`src/rtl/ltsm_sb_msg_router.sv`:
```
// LTSM sideband message router: round-robin TX arbitration of state-block
// requests onto one sideband port, plus an RX FIFO delivered to the owning block.
module ltsm_sb_msg_router #(
  parameter int N_REQ    = 4,
  parameter int RX_DEPTH = 4,
  parameter int MSG_W    = 32
) (
  input  logic                        clk_800MHz,
  input  logic                        reset,
  input  logic [N_REQ-1:0][MSG_W-1:0] tx_msg_i,
  input  logic [N_REQ-1:0]            tx_valid_i,
  output logic [N_REQ-1:0]            tx_ack_o,
  output logic [MSG_W-1:0]            sb_tx_msg_o,
  output logic                        sb_tx_valid_o,
  input  logic                        sb_tx_ready_i,
  input  logic [MSG_W-1:0]            sb_rx_msg_i,
  input  logic                        sb_rx_valid_i,
  output logic                        sb_rx_ready_o,
  input  logic [N_REQ-1:0]            rx_sel_i,
  input  logic [N_REQ-1:0]            rx_req_i,
  output logic [MSG_W-1:0]            rx_msg_o,
  output logic [N_REQ-1:0]            rx_valid_o,
  input  logic                        rx_flush_i,
  output logic                        rx_overflow_o
);

  localparam int GW = (N_REQ > 1) ? $clog2(N_REQ) : 1;
  localparam int AW = $clog2(RX_DEPTH);
  localparam int PW = AW + 1;

  typedef enum logic [1:0] {IDLE, SEND, GAP} tx_state_t;

  tx_state_t         state;
  logic [GW-1:0]     grant;
  logic [GW-1:0]     last_grant;
  logic [GW-1:0]     next_grant;
  logic [GW-1:0]     cand;
  logic              any_valid;
  logic [MSG_W-1:0]  hold;

  // Nearest requester after the previous winner takes the grant.
  // NOTE: every always_comb output gets a default first so no latch is inferred.
  always_comb begin
    next_grant = last_grant;
    any_valid  = 1'b0;
    cand       = last_grant;
    for (int i = 1; i <= N_REQ; i++) begin
      cand = GW'((int'(last_grant) + i) % N_REQ);
      if (!any_valid && tx_valid_i[cand]) begin
        any_valid  = 1'b1;
        next_grant = cand;
      end
    end
  end

  // NOTE: sequential state uses non-blocking assignments only.
  always_ff @(posedge clk_800MHz) begin
    if (!reset) begin
      state      <= IDLE;
      hold       <= '0;
      grant      <= '0;
      last_grant <= GW'(N_REQ - 1);
    end else begin
      case (state)
        IDLE: if (any_valid) begin
          hold  <= tx_msg_i[next_grant];
          grant <= next_grant;
          state <= SEND;
        end
        SEND: if (sb_tx_ready_i) begin
          last_grant <= grant;
          state      <= GAP;
        end
        GAP:     state <= IDLE;
        default: state <= IDLE;
      endcase
    end
  end

  assign sb_tx_valid_o = (state == SEND);
  assign sb_tx_msg_o   = hold;

  // A message caught by reset is discarded, so its ack is suppressed too.
  always_comb begin
    tx_ack_o = '0;
    if (reset && state == SEND && sb_tx_ready_i) tx_ack_o[grant] = 1'b1;
  end

  // RX FIFO
  logic [MSG_W-1:0] mem [RX_DEPTH];
  logic [PW-1:0]    wr_ptr;
  logic [PW-1:0]    rd_ptr;
  logic             full;
  logic             empty;
  logic             deliver;
  logic             push;
  logic             pop;

  assign full  = (wr_ptr[PW-1] != rd_ptr[PW-1]) && (wr_ptr[AW-1:0] == rd_ptr[AW-1:0]);
  assign empty = (wr_ptr == rd_ptr);

  assign sb_rx_ready_o = !full;
  assign deliver       = !empty && $onehot(rx_sel_i);
  assign rx_valid_o    = {N_REQ{deliver}} & rx_sel_i;
  assign rx_msg_o      = mem[rd_ptr[AW-1:0]];
  assign push          = sb_rx_valid_i && !full && !rx_flush_i;
  assign pop           = |(rx_valid_o & rx_req_i);

  always_ff @(posedge clk_800MHz) begin
    if (!reset) begin
      wr_ptr        <= '0;
      rd_ptr        <= '0;
      rx_overflow_o <= 1'b0;
    end else begin
      if (sb_rx_valid_i && full) rx_overflow_o <= 1'b1;
      if (rx_flush_i) begin
        wr_ptr <= '0;
        rd_ptr <= '0;
      end else begin
        if (push) wr_ptr <= wr_ptr + PW'(1);
        if (pop)  rd_ptr <= rd_ptr + PW'(1);
      end
    end
  end

  // NOTE: storage is not reset; empty pointers already mask stale entries.
  always_ff @(posedge clk_800MHz) begin
    if (reset && push) mem[wr_ptr[AW-1:0]] <= sb_rx_msg_i;
  end

endmodule

```
`config.mk`:
```
export PLATFORM = sky130hd
export DESIGN_NAME = ltsm_sb_msg_router
export DESIGN_NICKNAME = d
export VERILOG_FILES = /design/src/rtl/ltsm_sb_msg_router.sv
export SDC_FILE = /design/constraint.sdc
export NUM_CORES = 1
export LEC_CHECK = 0
export CORE_MARGIN = 2
export CORE_UTILIZATION = 46
export CTS_CLUSTER_SIZE = 40
export DETAILED_ROUTE_END_ITERATION = 8
export PLACE_DENSITY = 0.85
export SYNTH_ARGS = -nofsm -noshare
export SYNTH_HDL_FRONTEND = slang
export SYNTH_SLANG_ARGS = --single-unit
```
`constraint.sdc`:
```
create_clock -name clk_800MHz -period 4.05 [get_ports clk_800MHz]
set_input_delay 0.81 -clock clk_800MHz [delete_from_list [all_inputs] [get_ports clk_800MHz]]
set_output_delay 0.81 -clock clk_800MHz [all_outputs]
set_load 0.03 [all_outputs]
```
==> flow_summary_export.csv, run 1 <==
group,metric,value,unit
finish,area_growth,43.39,%
worst_setup_path,r2r_setup_slack,1.90,ns
worst_setup_path,slowest_stage,"fa_1",
global_routing,antenna_found_initial,2,
clock_network,clk_pin_slew_worst_paths,0.07,ns
synthesis,syn_nets,722,
synthesis,yosysTopAreaCell,"edfxtp_1",
sta,slew_violations,0,
worst_setup_path,cp_num_buf_inv,4,
routing,ant_nets,0,
floorplan,fp.coreArea,16470,sq um
routing,wl,21.46,mm
worst_setup_path,r2r-start,"last_grant[0]",
clock_network,cts_made_buffers,17,
placed_design,gp_congestion,0.8825,
worst_setup_path,cp_slowest_stage_delay,0.53,ns
synthesis,ys_async_sr_fraction,0,%
clock_network,htreeDepth,4,
sta,rsz0062_at_grt,"false",
synthesis,post-synth-top-count-cell,"edfxtp_1",
job,drv_cap,0,
worst_setup_path,crit_type,"input pin to primary output",
worst_setup_path,crit_arrival,3.07,ns
synthesis,synth_area_leaders,"edfxtp_1 50%, dfxtp_1 12%, mux4_2 9.3%",
worst_setup_path,critPathLaunchType,"input pin",
sta,finalHoldViolCount,0,
clock_network,cts_tree,"built",
floorplan,std_cell_rows,47,
worst_setup_path,crit_chain,"dlygate4sd2_1 > inv_2 > fa_1 > inv_1 > ha_1 > ha_1 > or3b_4 > a31oi_4 > and2_4 > buf_6",
synthesis,synth_top_family_by_area,"multiplexers",
synthesis,yosys.cell_types.count,42,
synthesis,synth_top_flop_cell,"edfxtp_1",
synthesis,yosys_warnings,0,
min_path,min_from,"sb_tx_msg_o[11]",
sta,slew_headroom,16.38,%
synthesis,synth_compound_area_share,10.61,%
routing,wl_per_cell,20.99,microns
worst_setup_path,r2r_cells,7,
worst_setup_path,cp_max_fo,5,
routing,vias_per_cell,5.680,
sta,post-route-min-period,3.884,ns
synthesis,synth_mux_area_share,13.89,%
floorplan,initial_utilization,46.83,%
routing,vias,5805,
worst_setup_path,cp_top_family,"adder cells",
floorplan,fp.dieH,133.5,microns
synthesis,synth-simple-area-share,7.951,%
worst_setup_path,worstPathRequired,3.24,ns
clock_network,cts_max_path_buffers,2,
sta,worst-slew-pin-transition,1.251,ns
routing,route.detailed.drc,0,
placed_design,dpl_cell_area,10450,sq um
synthesis,syn_area_per_cell,14.36,sq um
finish,fin_nets,972,
global_routing,grt_pass1_wl,32.93,mm
clock_network,hold_buffers,0,
synthesis,synthAdderAreaFrac,1.395,%
synthesis,synth_commonest_cells,"128 x edfxtp_1, 47 x dfxtp_1, 42 x nand2_1",
worst_setup_path,worst_setup_path_end_kind,"primary output",
power,power.density,392.4,nW/um^2
power,power.leakage,3.892,nW
synthesis,yosysSeqAreaShare,62.05,%
clock_network,root_buffer,"clkbuf_16",
routing,drt_iter0_drc,350,
synthesis,synthDominantCellAreaShare,49.85,%
finish,drive_gt1_share,13.13,%
global_routing,grt_usage,24.21,%
placed_design,io_buffers,251,
floorplan,die_x,133.5,microns
finish,finish.utilization,67.15,%
global_routing,grt_max_degree,33,
synthesis,synth-xor-area-share,0.7951,%
synthesis,syn-cell-area,7711,sq um
worst_setup_path,timing.rr.end,"sb_tx_msg_o[16]",
floorplan,num_io_pins,252,
sta,final.period_utilization,95.91,%
sta,setup_viol,0,
floorplan,die-area,17820,sq um
placed_design,dp_hpwl,15.01,mm
global_routing,grt_overflow,0,
routing,drt_pass1_iterations,5,
finish,fin_area,11060,sq um
synthesis,synth_edf_count,128,
global_routing,grt_pass1_vias,6054,
clock_network,clk_latency,0.42,ns
outcome,status,"completed",
synthesis,synth_cells,537,
min_path,hp-class,"register to register",
sta,skew,0.008358,ns
synthesis,synth-seq-cells,175,
power,ir_worst_vdd,0.0002827,V
worst_setup_path,path_common_cell,"ha_1",
clock_network,cts.sinks,175,
min_path,whs_endpoint,"sb_tx_msg_o[11]",
min_path,hold_depth,2,
sta,maxClockFrequency,257.4,MHz
## logic make-up (layout without fill, tap and decap cells)
kind of cell,Yosys count,in the layout
fa+ha+maj,8,8
compound gates,109,109
buf+inv,51,314
mux,67,67
xor+xnor,7,7
flops,175,175
other cells,0,2
simple gates,120,120
## cell type report
type	count	area, sq um
antenna	2	5.005
clock buffer	18	429.2
clock inverter	14	126.4
fill	1166	5409
inverter	9	33.78
multi-input combinational	311	2719
sequential	175	4786
tap	220	275.3
timing repair buffer	273	2683
## registers in the layout, indices dropped and copies added, names as in the netlist, named ones only
signal	flops
sb_tx_msg_o	32
state	2
last_grant	2
mem	128
wr_ptr	3
rx_overflow_o	1
rd_ptr	3
grant	2
## layout by cell type (no fill, tap or decap), types with 12 or more instances in the layout
cell type        netlist  routed
nand2_1               42      42
a21o_1                32      32
edfxtp_1             128     128
o211ai_1              31      31
dfxtp_1               47      46
nor2_1                13      12
mux2i_1               35      35
buf_4                  0      22
mux4_2                32      32
o31ai_1               31      31
clkdlybuf4s50_1        0     244
nand4_1               31      31
clkbuf_16              0      17
## how the worst max path moves through the flow
stage | endpoint | slack [ns] | startpoint | depth (start not counted)
6_report | rx_valid_o[1] | 0.17 | rx_sel_i[0] | 10
5_1_grt | rx_valid_o[1] | 0.08 | rx_sel_i[0] | 10
3_5_place_dp | rx_valid_o[3] | -0.30 | rx_sel_i[0] | 10
2_1_floorplan | rx_valid_o[0] | 0.35 | rx_sel_i[0] | 8
4_1_cts | rx_valid_o[3] | 0.03 | rx_sel_i[3] | 10
3_3_place_gp | rx_valid_o[2] | -0.14 | rx_sel_i[0] | 10
## worst register-to-register path: cells and delay by family (launching register included)
kind / cells / cell delay, ns
simple gates: 2 / 0.35
mux: 1 / 0.22
flops: 1 / 0.34
buf+inv: 3 / 1.02
compound gates: 1 / 0.11
## through the flow
stage	setup WS, ns	setup TNS (ns)	hold slack, ns	power, mW	std cells
finish	0.1655	0	0.4742	4.338	1022
global route	0.08275	0	0.5088	4.487	1022
CTS	0.02729	0	0.4816	4.370	1020
detailed placement	-0.3034	-1.166	0.4640	2.842	987
global placement	-0.1361	-0.5403	0.4494	2.817	987
floorplan	0.3546	0	0.4772	2.457	537
## what timing repair did
action | 4_1_cts | 5_1_grt
pin swaps | 2 | 2
setup endpoints to repair | 4 | 4
buffers inserted | 1 | 0
gates resized for setup | 13 | 2
## metal layers
| layer | vias up | GRT usage, % | wire length, microns |
|---|---|---|---|
| met3 | 35 | 8.105 | 1834 |
| li1 | 2616 | - | - |
| met1 | 2863 | 28.12 | 8005 |
| met2 | 291 | 42.53 | 11180 |
| met4 | 0 | 7.506 | 439 |
| met5 | - | 0 | 0 |
## report_power, final
part | leakage [nW] | internal [mW] | switching, mW
Sequential | 1.54 | 1.99 | 0.0416
Combinational | 2.09 | 0.388 | 0.400
Clock | 0.261 | 0.806 | 0.713
Total | 3.89 | 3.18 | 1.15
Power figures use the tool's default switching activity.
==> run 2, diff against run 1 <==
Settings changed: CORE_MARGIN 2 to not set, REMOVE_ABC_BUFFERS set to 1.
Clock period 4.05 ns to 3.6 ns, I/O delays scaled along.
==> flow_summary_export.csv, run 2 (synthesized netlist as in run 1, its figures left out) <==
group,metric,value,unit
worst_setup_path,path_common_cell,"ha_4",
clock_network,htreeDepth,4,
worst_setup_path,slowest_stage,"fa_1",
global_routing,antenna_found_initial,4,
finish,final_common_cell,"clkdlybuf4s50_1",
min_path,hp-class,"register to register",
global_routing,grt_usage,24.62,%
job,drv_cap,0,
finish,fin_nets,972,
finish,largest_reg_flops,128,
worst_setup_path,critPathLaunchType,"input pin",
clock_network,clk_latency,0.42,ns
sta,slew_violations,0,
worst_setup_path,crit_chain,"buf_4 > inv_1 > fa_1 > inv_2 > ha_4 > ha_4 > or3b_4 > a31oi_4 > and2_4 > buf_6",
worst_setup_path,cp_num_buf_inv,4,
worst_setup_path,worstPathRequired,2.88,ns
routing,wl,21.52,mm
routing,route.detailed.drc,0,
floorplan,die-area,17290,sq um
clock_network,cts.sinks,175,
clock_network,cts_made_buffers,17,
global_routing,grt_pass1_vias,5868,
finish,drive_gt1_share,14.00,%
routing,drt_pass1_iterations,5,
worst_setup_path,cp_max_fo,5,
finish,area_growth,44.73,%
worst_setup_path,r2r_setup_slack,1.48,ns
clock_network,root_buffer,"clkbuf_16",
routing,drt_iter0_drc,354,
sta,worst-slew-pin-transition,0.5120,ns
outcome,status,"completed",
power,p_int,3.740,mW
routing,ant_nets,0,
placed_design,post-place-ws,-0.6549,ns
routing,vias_per_cell,5.664,
sta,maxClockFrequency,281.6,MHz
clock_network,cts_max_path_buffers,2,
worst_setup_path,worst_setup_path_end_kind,"primary output",
power,power.leakage,3.924,nW
floorplan,initial_utilization,47.85,%
sta,setup_viol,0,
finish,fillers,1087,
worst_setup_path,crit_type,"input pin to primary output",
sta,slew_headroom,65.68,%
routing,vias,5777,
power,fin_total_pwr,5.067,mW
sta,skew,0.009300,ns
power,power_switching,1.327,mW
placed_design,io_buffers,251,
placed_design,dp_hpwl,14.47,mm
placed_design,gp_congestion,0.9133,
power,p_sw_share,26.19,%
floorplan,num_io_pins,252,
global_routing,grt_pass1_wl,32.07,mm
sta,finalWorstSetupSlack,0.04905,ns
sta,finalHoldViolCount,0,
routing,wl_per_cell,21.10,microns
finish,final_cell_mix,"244 x clkdlybuf4s50_1, 128 x edfxtp_1, 46 x dfxtp_1",
clock_network,clk_pin_slew_worst_paths,0.07,ns
floorplan,std_cell_rows,46,
sta,post-route-min-period,3.551,ns
clock_network,cts_tree,"built",
sta,final.period_utilization,98.64,%
worst_setup_path,cp_slowest_stage_delay,0.58,ns
global_routing,grt_overflow,0,
finish,finish.utilization,69.25,%
power,ir_worst_vdd,0.0003274,V
power,clock_power_share,37.4,%
global_routing,grt_max_degree,35,
floorplan,die_x,131.5,microns
floorplan,fp.dieH,131.5,microns
worst_setup_path,crit_arrival,2.83,ns
power,seq_power_share,45.0,%
floorplan,fp.coreArea,16120,sq um
power,pwr-share-comb,17.6,%
power,power.density,454.0,nW/um^2
worst_setup_path,cp_top_family,"adder cells",
run 2: changes by cell type in the layout (fill, tap and decap cells not counted), sizes merged:
cell	before	now
bufinv	0	2
clkinvlp	4	2
diode	2	4
dlygate4sd2	2	0
buf	26	27
clkbuf	18	19
clkinv	4	5
dlymetal6s2s	1	0
run 2: cell type report:
class                   count  area (sq um)  share of cell area, %
well taps                 216         270.3                  2.422
inverters                   9         33.78                 0.3027
diodes                      4         10.01                0.08969
repair buffers            273          2695                  24.15
flip-flops and latches    175          4786                  42.88
multi-input cells         311          2744                  24.59
clock inverters            15         196.4                  1.760
clock buffers              17         425.4                  3.812
run 2: stage by stage:
step / instance area (sq um) / cells / hold slack [ns] / setup TNS [ns]
global placement: 10470 / 984 / 0.4478 / -1.648
CTS: 11150 / 1016 / 0.4774 / 0
global route: 11160 / 1020 / 0.4894 / -0.01044
detailed placement: 10470 / 984 / 0.4548 / -3.662
finish: 11160 / 1020 / 0.4737 / 0
floorplan: 7490 / 495 / 0.4771 / -3.722
run 2: final timing paths:
path,from,endpoint,cells after the start
hold reg to reg,rx_overflow_o,rx_overflow_o,1
hold / removal,rx_overflow_o,rx_overflow_o,1
setup / recovery,rx_sel_i[0],rx_valid_o[3],10
setup reg to reg,rd_ptr[2],mem[2][25],6
run 2: power groups by stage:
stage / clock network [mW] / logic, mW / registers [mW]
floorplan: 0 / 0.306 / 2.43
global placement: 0 / 0.850 / 2.32
detailed placement: 0 / 0.871 / 2.32
CTS: 1.93 / 0.887 / 2.28
global route: 2.00 / 0.935 / 2.29
finish: 1.89 / 0.891 / 2.28
run 2: per-layer routing:
metal	wire (microns)	GRT usage, %	vias to the layer above
met2	10940	42.09	292
met5	0	0	-
met3	1663	6.481	48
met4	837	14.02	0
met1	8085	27.82	2823
li1	-	-	2614
run 2: repair_timing:
item / in CTS / in global routing
resized for setup: 19 / 8
endpoints found under the setup margin: 4 / 4
pin swaps: 4 / 2
hold buffers: 0 / 0
setup buffers: 0 / 0
